$ cat src/rtl/shift_left_seq_32.sv
// rtl/shift_left_seq_32.sv - sequential left shifter, one registered bit step per enabled cycle
// Shifts a by amt positions with cin fill, start/busy/done handshake and en stall.
module shift_left_seq_32 #(
   parameter int WIDTH = 32,
   parameter int AMT_W = 5
) (
   input  logic             clk,
   input  logic             rst_n,
   input  logic             start,
   input  logic [WIDTH-1:0] a,
   input  logic [AMT_W-1:0] amt,
   input  logic             cin,
   input  logic             en,
   output logic [WIDTH-1:0] b,
   output logic             cout,
   output logic             busy,
   output logic             done
);

   typedef enum logic [1:0] {
      ST_IDLE  = 2'd0,
      ST_SHIFT = 2'd1,
      ST_DONE  = 2'd2
   } state_t;

   state_t             r_state;
   state_t             w_state_nxt;
   logic [WIDTH-1:0]   r_b;
   logic               r_cout;
   logic [AMT_W-1:0]   r_cnt;
   logic               r_cin;
   logic               r_busy;
   logic               r_done;
   logic               w_accept;
   logic               w_step;

   assign w_accept = (r_state == ST_IDLE) && start;
   assign w_step   = (r_state == ST_SHIFT) && en;

   always_comb begin
      w_state_nxt = r_state;
      case (r_state)
         ST_IDLE: begin
            if (start) begin
               w_state_nxt = (amt != '0) ? ST_SHIFT : ST_DONE;
            end
         end
         ST_SHIFT: begin
            // count reaches 1 on the final step, so it never wraps through zero
            if (en && (r_cnt == AMT_W'(1))) begin
               w_state_nxt = ST_DONE;
            end
         end
         ST_DONE: begin
            w_state_nxt = ST_IDLE;
         end
         default: begin
            w_state_nxt = ST_IDLE;
         end
      endcase
   end

   always_ff @(posedge clk or negedge rst_n) begin
      if (!rst_n) begin
         r_state <= ST_IDLE;
      end else begin
         r_state <= w_state_nxt;
      end
   end

   always_ff @(posedge clk or negedge rst_n) begin
      if (!rst_n) begin
         r_b    <= '0;
         r_cout <= 1'b0;
         r_cnt  <= '0;
         r_cin  <= 1'b0;
      end else if (w_accept) begin
         r_b    <= a;
         r_cout <= 1'b0;
         r_cnt  <= amt;
         r_cin  <= cin;
      end else if (w_step) begin
         r_b    <= {r_b[WIDTH-2:0], r_cin};
         r_cout <= r_b[WIDTH-1];
         r_cnt  <= r_cnt - AMT_W'(1);
      end
   end

   // Status flags are registered from the next state so they never glitch.
   always_ff @(posedge clk or negedge rst_n) begin
      if (!rst_n) begin
         r_busy <= 1'b0;
         r_done <= 1'b0;
      end else begin
         r_busy <= (w_state_nxt != ST_IDLE);
         r_done <= (w_state_nxt == ST_DONE);
      end
   end

   assign b    = r_b;
   assign cout = r_cout;
   assign busy = r_busy;
   assign done = r_done;

endmodule

$ cat config.mk
export PLATFORM = sky130hd
export DESIGN_NAME = shift_left_seq_32
export DESIGN_NICKNAME = d
export VERILOG_FILES = /design/src/rtl/shift_left_seq_32.sv
export SDC_FILE = /design/constraint.sdc
export NUM_CORES = 1
export LEC_CHECK = 0
export ABC_CLOCK_PERIOD_IN_PS = 3000
export CAP_MARGIN = 20
export CORE_ASPECT_RATIO = 0.5
export CORE_MARGIN = 3
export CORE_UTILIZATION = 55
export CTS_BUF_LIST = sky130_fd_sc_hd__clkbuf_8
export CTS_CLUSTER_DIAMETER = 200
export DETAILED_ROUTE_END_ITERATION = 8
export DONT_BUFFER_PORTS = 1
export PLACE_DENSITY = 0.73
export SYNTH_ARGS = -nofsm -noshare
export SYNTH_HDL_FRONTEND = slang
export SYNTH_SLANG_ARGS = --single-unit
$ cat constraint.sdc
create_clock -name clk -period 3 [get_ports clk]
set_input_delay 0.6 -clock clk [delete_from_list [all_inputs] [get_ports clk]]
set_output_delay 0.6 -clock clk [all_outputs]
set_load 0.005 [all_outputs]
[Word level (Yosys, flattened, before mapping)]
Cells that the tools add are included.
Word-level totals
  word-level logic and storage cells: 28
  register bits after elaboration: 43
  bits of input ports: 42
  output and inout bits: 35
Cells by class
  multiplexer cells: 10
  equal/unequal tests: 3
  add/sub/neg operators: 1
  reductions and logical operators: 7
Operators by type and width (count)
  $mux 32: 2
  $mux 5: 2
  $mux 2: 3
  $eq 5x1->1 const B: 1
  $reduce_bool 5->1: 1
  $sub 5x1->5 const B: 1
  $pmux 2 s2: 1
  $reduce_bool 2->1: 2
  $logic_and 1x1->1: 3
  $eq 2x1->1 const B: 1
  $eq 2x2->1 const B: 1
  $logic_not 2->1: 1
  $mux 1: 2

[Depth between registers and ports, before layout]
  depth after elaboration: 5
  gate-level depth with buffers: 5
  gate-level depth less buffers: 5

[Least setup slack after synthesis]
No wires, ideal clock.
  kind: input-to-reg
  start: input port amt[1]
  end: register r_done, in the netlist done
  setup time: 78 ps
  buffers on the path: 0
  setup slack: 1295 ps
  data required time: 2922 ps
  arrival time: 1627 ps
  cell stages on the path: 3
  cells stage by stage: or4_1 > or3b_1 > a21oi_1
Between the ends
  word-level cells in the longest chain between the ends: 5
RTL lines
  start, declared: RTL line 11  | input logic [AMT_W-1:0] amt,
  $reduce_bool 5->1: RTL line 45  | w_state_nxt = (amt != '0) ? ST_SHIFT : ST_DONE;
  $mux 2: RTL line 45
  $mux 2: RTL line 44  | if (start) begin
  $pmux 2 s2: RTL line 42  | case (r_state)
  $eq 2x2->1: RTL line 96  | r_done <= (w_state_nxt == ST_DONE);
  end signal, assigned: RTL line 96
  end, declared: RTL line 33  | logic r_done;
Every way passes these cells.
A chain may end at the register's enable or synchronous reset.

[Final worst setup path]
  start: register r_state[1]
  end: register r_cnt[1]
Between the ends
  word-level cells in the longest chain between the ends: 3
  elaborated cells on any way between the ends: 6
  those cells by class: eq/ne: 1; mux: 1; reduce/logical: 4
RTL lines
  start, declared: RTL line 26  | state_t r_state;
  start signal, assigned: RTL line 67  | r_state <= w_state_nxt;
  $eq 2x1->1 / $logic_not 2->1 (equally long branches): RTL line 38, 37
  $logic_and 1x1->1 (on tied branches): RTL line 38, 37
  $reduce_bool 2->1 (no source line) / $mux 5 (equally long branches)
  end signal, assigned: RTL line 80  | r_cnt <= amt;
  end signal, assigned: RTL line 85  | r_cnt <= r_cnt - AMT_W'(1);
  end, declared: RTL line 30  | logic [AMT_W-1:0] r_cnt;
Several ways; a longest one is shown, not always the timed one.

==> impl_metrics.csv <==
group,metric,value,unit
outcome,status,"finished clean",
clocking,cts_sinks,43,
floorplanning,io-pin-count,77,
cells_and_area,drive_above_1_share,8.442,%
setup_path,critPathArrivalTime,2160,ps
setup_path,reg2reg_depth,3,
setup_path,crit_path_max_fanout,35,
sta,setup_violations,0,
synth,ys.flop_type,"dfrtp_1",
cells_and_area,syn_to_final_growth,7.309,%
drt,highest-signal-layer,"met4",
clocking,numCtsBuffers,5,
synth,synth.area.top_cells,"dfrtp_1 56%, a22o_1 15%, a21o_1 12%",
floorplanning,core-area,3171,µm²
setup_path,start_kind,"flip-flop",
floorplanning,die_w,89.87,µm
sta,slew_headroom,48.37,%
synth,netlist_top_cells_count,"43 x dfrtp_1, 33 x a22o_1, 32 x a21o_1, 8 x buf_2, 5 x a221o_1",
sta,timing.final.crit_share,66.31,%
sta,setup_slack,1011,ps
drt,first_iter_violations,54,
pwr,p_per_area,1032,nW/µm²
sta,tightest_slew,772.6,ps
clocking,post_cts.repair.setup_buffers,0,
clocking,path_clk_slew,80,ps
cells_and_area,fin_nets,198,
floorplanning,num_rows,14,
cells_and_area,fillers,244,
setup_path,cp.required,3170,ps
synth,syn-cell-area,1934,µm²
sta,skew,9.648,ps
cells_and_area,multi_input_area,795.8,µm²
synth,avgSynthCellArea,12.56,µm²
cells_and_area,design_area,2076,µm²
setup_path,r2r_start,"r_state[1]",
place,io_buffers,0,
synth,async_flop_share,100.0,%
drt,dr.pass1.iters,4,
synth,yosysMostFrequentCell,"dfrtp_1",
pwr,report.power.total,2.141,mW
drt,wl_met1,1.840,mm
place,post-place-ws,947.6,ps
global_route,grt_pass1_wl,6.410,mm
clocking,cts_tree,"done",
sta,fmax,0.5027,GHz
drt,via_count,1307,
synth,synth_fa_ha_area_share,1.294,%
cells_and_area,fin_util,65.47,%
synth,synth_top_area_cell,"dfrtp_1",
global_route,grt_pass1_vias,1227,
setup_path,end_kind,"flip-flop",
clocking,clockBufferDepth,2,
setup_path,rrSetupSlack,1010,ps
place,place.gp.congestion,0.8671,
cells_and_area,n_antenna_cell,0,
drt,avgRoutedWirePerCell,20.42,µm
flow_run,max_cap_viol_count,0,
global_route,grt_max_degree,42,
synth,synth.area.mux_share,2.135,%
clocking,ctsResizeCount,0,
synth,synth_top_family_by_area,"compound AO/OA/AOI/OAI gates",
synth,syn_nets,198,
place,placed_area,1958,µm²
floorplanning,die-area,4308,µm²
pwr,ir_worst_vdd,0.5681,mV
min_path,worstHoldPathType,"in2async",
synth,synth_cell_type_count,24,
cells_and_area,fin_cells,202,
sta,setup_tns,0,ps
synth,synth_compound_area_share,31.37,%
synth,synth_xor_area_share,0,%
floorplanning,start_util,61.01,%
pwr,leakage,1.138,nW
synth,synth_top_area_share,55.63,%
clocking,h-tree-depth,2,
drt,via_per_inst,6.470,
global_route,gr-total-overflow,0,
clocking,clk_latency,290,ps
sta,period_minus_slack,1989,ps
place,post-dp-hpwl,2.708,mm
synth,synth_simple_gate_area_share,6.339,%
setup_path,r2r_end,"r_cnt[1]",
place,dp_cells,193,
cells_and_area,regArea,1076,µm²
drt,wirelength,4.125,mm
setup_path,path_class,"reg2reg",
floorplanning,die_h,47.94,µm
synth,synth_warnings,0,
synth,ys_ff_latch,43,
sta,hold_viol,0,
sta,rsz0062_at_grt,"false",
clocking,postCtsHoldBufs,2,
drt,route.met2.wl,1.830,mm
drt,drc,0,
global_route,grt_usage,19.59,%
sta,slew_violations,0,
drt,dr_wl_met3,412,µm
sta,worst_hold_slack,137.6,ps
global_route,grt_antenna_before_repair,0,
clocking,cts_root_buf,"clkbuf_8",
synth,synth_edf_count,0,
synth,synth_seq_area_share,55.63,%
synth,netlist_instances,154,
drt,ant_nets,0,
[logic make-up after synthesis]
group	after synthesis
adder cells (fa/ha/maj)	2
AO/OA/AOI/OAI	74
flip-flops	43
AND/OR/NAND/NOR	17
buffers and inverters	14
multiplexers	4
[how the worst max path moves through the flow]
stage / from / end / slack, ps / cells after the start
2_1_floorplan: amt[1] / done / 1300 / 3
3_3_place_gp: en / r_cnt[1] / 970 / 3
3_5_place_dp: en / r_cnt[0] / 950 / 3
4_1_cts: r_state[1] / r_cnt[1] / 1000 / 3
5_1_grt: r_state[1] / r_cnt[1] / 890 / 3
6_report: r_state[1] / r_cnt[1] / 1010 / 3
[power breakdown]
part           switching [mW]  internal, mW
Clock                   0.186         0.181
Combinational           0.329         0.385
Sequential              0.241         0.820
Total                   0.756          1.38
[worst max-delay path, stage by stage (launching register included)]
cell and delay (ps):
dfrtp_1 470, and3b_1 730, nor2_4 300, a221o_1 370
[cells in the final DEF, fill, tap and decap left out]
cell type,n
nand4_1,1
dlygate4sd3_1,1
a22o_1,33
and3_1,1
mux2i_1,3
inv_1,3
a21oi_1,2
or4_1,1
buf_4,2
buf_12,1
or3b_1,1
and3b_1,1
mux2_2,1
clkinv_2,1
nor2_4,1
a21o_1,32
nor3_1,2
nor3b_4,1
nand3b_1,1
ha_1,2
nor3b_1,3
dfrtp_1,43
o21a_1,1
a221o_1,5
clkbuf_8,6
nor2_1,4
o211a_1,1
[layout make-up]
class | count | area share, %
multi-input cells | 97 | 38.34
repair buffers | 4 | 2.170
clock inverters | 1 | 0.2411
inverters | 3 | 0.5425
well taps | 48 | 2.893
clock buffers | 6 | 3.978
flip-flops and latches | 43 | 51.84
[layer usage]
layer | track usage [%] | up-vias
li1 | - | 588
met1 | 23.77 | 661
met2 | 30.80 | 53
met3 | 10.83 | 5
met4 | 6.383 | 0
met5 | 0 | -
[flip-flops by register name (all words and copies together) (netlist names)]
name     cells
b           32
r_state      2
r_cin        1
cout         1
done         1
r_cnt        5
busy         1
Power figures use the tool's default switching activity.
